--- src/rtl/rv_isa_pkg.sv ---
// ---------------------------------------------------------------------------
// rv_isa_pkg
// Shared RV32I definitions used by the instruction decoder and by the
// IMEM loader / encoder.
// Contents:
//   - the seven base opcodes (OP-IMM, LOAD, OP, STORE, BRANCH, LUI, JAL)
//   - instr_class_e : field-level format class driven by the load host
//   - INSTR_NOP     : canonical NOP (addi x0,x0,0)
//   - load_state_e  : loader FSM states, also exported on state_o
// ---------------------------------------------------------------------------
package rv_isa_pkg;

   localparam logic [6:0] OPC_OP_IMM = 7'b0010011;
   localparam logic [6:0] OPC_LOAD   = 7'b0000011;
   localparam logic [6:0] OPC_OP     = 7'b0110011;
   localparam logic [6:0] OPC_STORE  = 7'b0100011;
   localparam logic [6:0] OPC_BRANCH = 7'b1100011;
   localparam logic [6:0] OPC_LUI    = 7'b0110111;
   localparam logic [6:0] OPC_JAL    = 7'b1101111;

   localparam logic [31:0] INSTR_NOP = 32'h0000_0013;

   typedef enum logic [2:0] {
      CLS_I_ALU   = 3'd0,
      CLS_LOAD    = 3'd1,
      CLS_R       = 3'd2,
      CLS_S       = 3'd3,
      CLS_B       = 3'd4,
      CLS_U       = 3'd5,
      CLS_J       = 3'd6,
      CLS_INVALID = 3'd7
   } instr_class_e;

   typedef enum logic [1:0] {
      ST_IDLE = 2'd0,
      ST_LOAD = 2'd1,
      ST_FULL = 2'd2,
      ST_DONE = 2'd3
   } load_state_e;

endpackage

--- src/rtl/rv_instr_encode.sv ---
// ---------------------------------------------------------------------------
// rv_instr_encode
// Purely combinational packer: field-level description -> RV32I word.
// Optional checking macro: RV_IMEM_LOADER_CHECK_EN
//   defined   : illegal_o flags class 7, B/J with odd offset, and B with
//               funct3 010/011.
//   undefined : illegal_o is 0; class 7 encodes the canonical NOP.
// Ports:
//   cls_i     [2:0]  format class (instr_class_e encoding)
//   rd_i, rs1_i, rs2_i [4:0] register indices
//   f3_i      [2:0]  funct3
//   f7b5_i           instruction bit 30
//   imm_i     [31:0] immediate (byte offset for B/J, full value for U)
//   word_o    [31:0] encoded instruction
//   illegal_o        description cannot be encoded (checking builds only)
// ---------------------------------------------------------------------------
module rv_instr_encode
   import rv_isa_pkg::*;
(
   input  logic [2:0]  cls_i,
   input  logic [4:0]  rd_i,
   input  logic [4:0]  rs1_i,
   input  logic [4:0]  rs2_i,
   input  logic [2:0]  f3_i,
   input  logic        f7b5_i,
   input  logic [31:0] imm_i,
   output logic [31:0] word_o,
   output logic        illegal_o
);

   instr_class_e cls;
   logic [6:0]   funct7;

   assign cls    = instr_class_e'(cls_i);
   assign funct7 = {1'b0, f7b5_i, 5'b0};

   always_comb begin
      word_o = INSTR_NOP;
      case (cls)
         CLS_I_ALU: begin
            word_o = {imm_i[11:0], rs1_i, f3_i, rd_i, OPC_OP_IMM};
            // Shift-immediates carry funct7 in the upper immediate bits.
            if (f3_i == 3'b001 || f3_i == 3'b101) begin
               word_o[31:25] = funct7;
            end
         end
         CLS_LOAD: word_o = {imm_i[11:0], rs1_i, f3_i, rd_i, OPC_LOAD};
         CLS_R:    word_o = {funct7, rs2_i, rs1_i, f3_i, rd_i, OPC_OP};
         CLS_S:    word_o = {imm_i[11:5], rs2_i, rs1_i, f3_i, imm_i[4:0], OPC_STORE};
         CLS_B:    word_o = {imm_i[12], imm_i[10:5], rs2_i, rs1_i, f3_i,
                             imm_i[4:1], imm_i[11], OPC_BRANCH};
         CLS_U:    word_o = {imm_i[31:12], rd_i, OPC_LUI};
         CLS_J:    word_o = {imm_i[20], imm_i[10:1], imm_i[11], imm_i[19:12],
                             rd_i, OPC_JAL};
         default:  word_o = INSTR_NOP;
      endcase
   end

`ifdef RV_IMEM_LOADER_CHECK_EN
   always_comb begin
      illegal_o = 1'b0;
      case (cls)
         CLS_INVALID: illegal_o = 1'b1;
         CLS_B:       illegal_o = imm_i[0] || (f3_i == 3'b010) || (f3_i == 3'b011);
         CLS_J:       illegal_o = imm_i[0];
         default:     illegal_o = 1'b0;
      endcase
   end
`else
   assign illegal_o = 1'b0;
`endif

endmodule

--- src/rtl/rv_imem_loader.sv ---
// ---------------------------------------------------------------------------
// rv_imem_loader
// Accepts field-level instruction descriptions over a valid/ready stream,
// encodes them (rv_instr_encode) and writes them to consecutive IMEM word
// addresses starting at 0.
// Handshake: a bundle transfers on a rising edge where in_valid && in_ready;
// in_ready depends only on the FSM state (high in LOAD), never on in_valid.
// Optional checking macro: RV_IMEM_LOADER_CHECK_EN (illegal bundles are
// accepted but not written, and set sticky err until start/reset).
// Ports:
//   clk, rst_n            clock / asynchronous active-low reset
//   start, finish         control pulses (start has priority)
//   in_valid / in_ready   field bundle handshake
//   in_class .. in_imm    instruction fields
//   wr_en/wr_addr/wr_data registered IMEM write, one cycle after accept
//   count                 words written since start (saturates at DEPTH)
//   state_o               IDLE=0, LOAD=1, FULL=2, DONE=3
//   err                   sticky encoding error (0 without checking)
// ---------------------------------------------------------------------------
module rv_imem_loader
   import rv_isa_pkg::*;
#(
   parameter int DEPTH  = 256,
   parameter int ADDR_W = $clog2(DEPTH)
) (
   input  logic              clk,
   input  logic              rst_n,
   input  logic              start,
   input  logic              finish,
   input  logic              in_valid,
   output logic              in_ready,
   input  logic [2:0]        in_class,
   input  logic [4:0]        in_rd,
   input  logic [4:0]        in_rs1,
   input  logic [4:0]        in_rs2,
   input  logic [2:0]        in_funct3,
   input  logic              in_f7b5,
   input  logic [31:0]       in_imm,
   output logic              wr_en,
   output logic [ADDR_W-1:0] wr_addr,
   output logic [31:0]       wr_data,
   output logic [ADDR_W:0]   count,
   output logic [1:0]        state_o,
   output logic              err
);

   localparam logic [ADDR_W:0] LAST_CNT = (ADDR_W + 1)'(DEPTH - 1);

   load_state_e       state_q, state_d;
   logic [ADDR_W:0]   count_q, count_d;
   logic              wr_en_q, wr_en_d;
   logic [ADDR_W-1:0] wr_addr_q, wr_addr_d;
   logic [31:0]       wr_data_q, wr_data_d;

   logic [31:0] enc_word;
   logic        enc_illegal;
   logic        accept;
   logic        write_ok;

   rv_instr_encode u_encode (
      .cls_i     (in_class),
      .rd_i      (in_rd),
      .rs1_i     (in_rs1),
      .rs2_i     (in_rs2),
      .f3_i      (in_funct3),
      .f7b5_i    (in_f7b5),
      .imm_i     (in_imm),
      .word_o    (enc_word),
      .illegal_o (enc_illegal)
   );

   assign in_ready = (state_q == ST_LOAD);
   assign accept   = in_valid && in_ready;
   assign write_ok = accept && !enc_illegal;

   always_comb begin
      state_d   = state_q;
      count_d   = count_q;
      wr_en_d   = 1'b0;
      wr_addr_d = wr_addr_q;
      wr_data_d = wr_data_q;

      // The write uses the pre-start count, so a start in the accept cycle
      // still lets this word land at its old address.
      if (write_ok) begin
         wr_en_d   = 1'b1;
         wr_addr_d = count_q[ADDR_W-1:0];
         wr_data_d = enc_word;
         count_d   = count_q + 1'b1;
      end

      case (state_q)
         ST_IDLE: state_d = ST_IDLE;
         ST_LOAD: begin
            if (finish) begin
               state_d = ST_DONE;
            end else if (write_ok && count_q == LAST_CNT) begin
               state_d = ST_FULL;
            end
         end
         ST_FULL: if (finish) state_d = ST_DONE;
         ST_DONE: state_d = ST_DONE;
         default: state_d = ST_IDLE;
      endcase

      if (start) begin
         state_d = ST_LOAD;
         count_d = '0;
      end
   end

   always_ff @(posedge clk or negedge rst_n) begin
      if (!rst_n) begin
         state_q   <= ST_IDLE;
         count_q   <= '0;
         wr_en_q   <= 1'b0;
         wr_addr_q <= '0;
         wr_data_q <= '0;
      end else begin
         state_q   <= state_d;
         count_q   <= count_d;
         wr_en_q   <= wr_en_d;
         wr_addr_q <= wr_addr_d;
         wr_data_q <= wr_data_d;
      end
   end

`ifdef RV_IMEM_LOADER_CHECK_EN
   logic err_q, err_d;

   always_comb begin
      err_d = err_q;
      if (accept && enc_illegal) err_d = 1'b1;
      if (start)                 err_d = 1'b0;
   end

   always_ff @(posedge clk or negedge rst_n) begin
      if (!rst_n) err_q <= 1'b0;
      else        err_q <= err_d;
   end

   assign err = err_q;
`else
   assign err = 1'b0;
`endif

   assign wr_en   = wr_en_q;
   assign wr_addr = wr_addr_q;
   assign wr_data = wr_data_q;
   assign count   = count_q;
   assign state_o = state_q;

endmodule

--- config.mk ---
export PLATFORM = sky130hd
export DESIGN_NAME = rv_imem_loader
export DESIGN_NICKNAME = d
export VERILOG_FILES = /design/src/rtl/rv_isa_pkg.sv /design/src/rtl/rv_instr_encode.sv /design/src/rtl/rv_imem_loader.sv
export SDC_FILE = /design/constraint.sdc
export NUM_CORES = 1
export LEC_CHECK = 0
export ABC_CLOCK_PERIOD_IN_PS = 2100
export BUFFER_PORTS_ARGS = -buffer_cell sky130_fd_sc_hd__buf_2
export CORE_MARGIN = 1.5
export CORE_UTILIZATION = 35
export DETAILED_ROUTE_END_ITERATION = 7
export SLEW_MARGIN = 20
export SYNTH_ARGS = -nofsm -noshare
export SYNTH_HDL_FRONTEND = slang
export SYNTH_SLANG_ARGS = --single-unit
--- constraint.sdc ---
create_clock -name clk -period 2.1 [get_ports clk]
set_input_delay 0.42 -clock clk [delete_from_list [all_inputs] [get_ports clk]]
set_output_delay 0.42 -clock clk [all_outputs]
set_load 0.05 [all_outputs]
==> metrics list <==
- Outcome: finished, final reports clean
- Wires add up to 6.929 mm.
- Critical Path End Type: flip-flop
- The routed design could run at a clock period as short as 1.703 ns.
- Register clock-pin slew on the reported worst setup and hold paths: 0.09 ns
- Across every metal layer, demand over resource in global routing totals 17.53%.
- STA puts the critical path data arrival time at 1.94 ns.
- Counting flops and latches in the post-synthesis netlist gives 51.
* Critical Path Start Type: flip-flop
* Number of primary I/O pins: 113
- TritonCTS clock tree: built
- Starting Density: 36.68%
- Power density cells: 785.0 nW/µm²
- Syn Nets: 337
- Average instance area after synthesis: 9.742 µm²
* Final standard cell count with taps included and fillers excluded: 479
* Num Clock Sinks: 51
- Library cell used as clock root buffer: sky130_fd_sc_hd__clkbuf_8
- For this design the static power due to leakage is 1.790 nW.
- The die covers 8217 µm².
- CTS resizes: 0
* Cell taking the most area after synthesis: sky130_fd_sc_hd__dfrtp_1
- Number of global-route vias before repair: 2312
- The most common cell in the synthesized netlist is sky130_fd_sc_hd__dfrtp_1.
- Horizontal die dimension: 90.65 µm
- The first global-routing pass estimated 11.67 mm of wire.
* Top cells by area, synth: sky130_fd_sc_hd__dfrtp_1, sky130_fd_sc_hd__nand2_1, sky130_fd_sc_hd__mux2i_1, sky130_fd_sc_hd__o21ai_0, sky130_fd_sc_hd__a222oi_1
- The die is 90.65 µm tall.
- Number of nets with antenna violations after detailed routing: 0
* Total DRC errors in the routed layout: 0
* Post-detailed-route wirelength per cell: 14.47 µm
- Total of warnings raised by yosys: 0
* Sequential Area: 1276 µm²
- Cells after Synth: 276
- Summed over all failing endpoints, the final setup total negative slack is 0 ns.
* Number of buffers inserted by port buffering: 111
* Fraction of layout cells with a size suffix above 1: 35.00%
- Synthesized cell area: 2689 µm²
* # fillers: 746
- Number of violations of the max-capacitance limit: 0
- Post-cts hold buffer count: 0
* Tightest Pin Transition: 0.5969 ns
* Post-CTS Setup Repair Bufs: 0
- The detailed router finished its first iteration with 109 violations.
* Placed Cells incl. Taps: 471
- Post-route fraction of the period consumed by the critical path: 81.08%
- The HPWL after detailed placement is 5.020 mm.
- Post-synth top area share: 47.46%
- Final Hold Viols: 0
- For this run, asynchronously set or reset flops after synthesis account for 100.0%.
- In this run the number of H-tree levels came out at 2.
- Worst hold path type: in2async
* Area added between synthesis and finish: 26.20%
- Total area of multi-input combinational cells: 1220 µm²
- VDD sags by at most 0.0003717 V.
- For this run the aggregate overflow at the end of global routing stands at 0.
- Sequential element share of the synthesized area: 47.46%
- Ant. Diodes: 0
* Count of nets after finishing: 440
* RSZ-0062 raised after global routing: false
- Buffers from clock root to sink, at most: 2
- Initial antenna violation count: 0
- Setup violations remaining at the end of the flow were counted as 0.
- Worst clock skew: 0.01068 ns
- Count of TritonRoute iterations in the first routing pass: 6
* Max_slew headroom: 60.21%
* CP Class: reg2reg
- The total area inside the core boundary comes to 7331 µm².
* Maximum number of pins on one net before global-route repair: 28
- Clk Latency, worst-skew pair: 0.30 ns
- Req. time, crit path: 2.33 ns
* Site row count: 31
- In this run, distinct cell masters in the synthesized netlist total 43.
- The number of max-slew violations in the final report was 0.
* Final GP Congestion: 0.7721
- Total number of vias: 2454
* Most numerous cell types in the synthesized netlist: sky130_fd_sc_hd__dfrtp_1, sky130_fd_sc_hd__nand2_1, sky130_fd_sc_hd__o21ai_0, sky130_fd_sc_hd__a21oi_1, sky130_fd_sc_hd__inv_1
* CTS Buf Count: 5
* Main flop type after synthesis: sky130_fd_sc_hd__dfrtp_1
* Count of flip-flops with a built-in enable after synthesis: 0
- Max Fclk: 587.3 MHz
* Via density per instance: 5.123
- In this run the worst path has a maximum fanout of 20.
## layout by cell type, fill, tap and decap left out, drive strengths merged, types with 2 or more instances in the layout
cell type,instances
dfrtp,51
xor2,5
nand4,5
a32o,5
nor2,10
clkbuf,8
a222oi,8
inv,14
buf,118
ha,2
mux2i,11
a21oi,13
a22o,6
nand3,3
xnor2,4
o21a,2
nor2b,5
a22oi,5
nand2,44
o21ai,22
a21o,7
nor3,3
o22a,5
o22ai,2
and3,7
nand2b,4
o211ai,2
## logic make-up after synthesis
group	count (synthesis)	share of synthesized area (%)
AO/OA/AOI/OAI	81	21.17
other	1	0.1395
multiplexers	12	4.514
AND/OR/NAND/NOR	84	15.68
flip-flops	51	47.46
XOR/XNOR	9	2.931
adder cells (fa/ha/maj)	2	0.9305
buffers and inverters	36	7.166
## critical path: stages, from the launching register on
cell and delay, ns:
sky130_fd_sc_hd__dfrtp_1 0.42, sky130_fd_sc_hd__nand3b_4 0.27, sky130_fd_sc_hd__inv_2 0.32, sky130_fd_sc_hd__and2_1 0.37, sky130_fd_sc_hd__o211ai_1 0.14, sky130_fd_sc_hd__o21ai_1 0.12
## report_power, final
| part | internal, W | leakage [nW] | switching [W] |
|---|---|---|---|
| Clock | 0.000302 | 0.0515 | 0.000319 |
| Sequential | 0.00109 | 0.649 | 0.0000639 |
| Combinational | 0.000249 | 1.09 | 0.000642 |
| Total | 0.00164 | 1.79 | 0.00103 |
## stage by stage
step	power [W]	utilization (%)	setup WS (ns)	instance area, µm²	hold WS (ns)
floorplan	0.001812	-	0.1858	2689	0.1244
global placement	0.002059	44.92	0.3373	3293	0.4525
detailed placement	0.002067	44.92	0.2871	3293	0.4572
CTS	0.002703	46.29	0.3656	3393	0.1224
global route	0.002813	46.29	0.1731	3393	0.1498
finish	0.002664	46.29	0.3974	3393	0.1202
## layer usage
layer	GRT usage [%]	up-vias	share of wire [%]
li1	-	1189	-
met1	25.47	1167	48
met2	26.00	94	44
met3	4.293	4	6.7
met4	4.365	0	0.79
met5	0	-	0
## registers in the layout, indices dropped and copies added, names as in the netlist
register and count:
count 9, wr_data 31, wr_en 1, wr_addr 8, state_o 2
## worst paths after layout
path | startpoint | end | slack, ns | cells after the start
min in group clk | in_imm[7] | wr_data[27] | 0.31 | 2
worst min-delay path | rst_n | wr_addr[2] | 0.12 | 1
max in group asynchronous | rst_n | wr_data[6] | 1.43 | 2
worst max register to register | state_o[1] | wr_data[31] | 0.40 | 5
worst min register to register | wr_addr[4] | wr_addr[4] | 0.48 | 2
worst max-delay path | state_o[1] | wr_data[31] | 0.40 | 5
## layout make-up
type | count | share of cell area (%)
sequential | 51 | 37.61
multi-input combinational | 189 | 35.95
timing repair buffer | 118 | 18.29
tap | 99 | 3.650
clock buffer | 8 | 2.950
inverter | 14 | 1.549
Power figures use the tool's default switching activity.
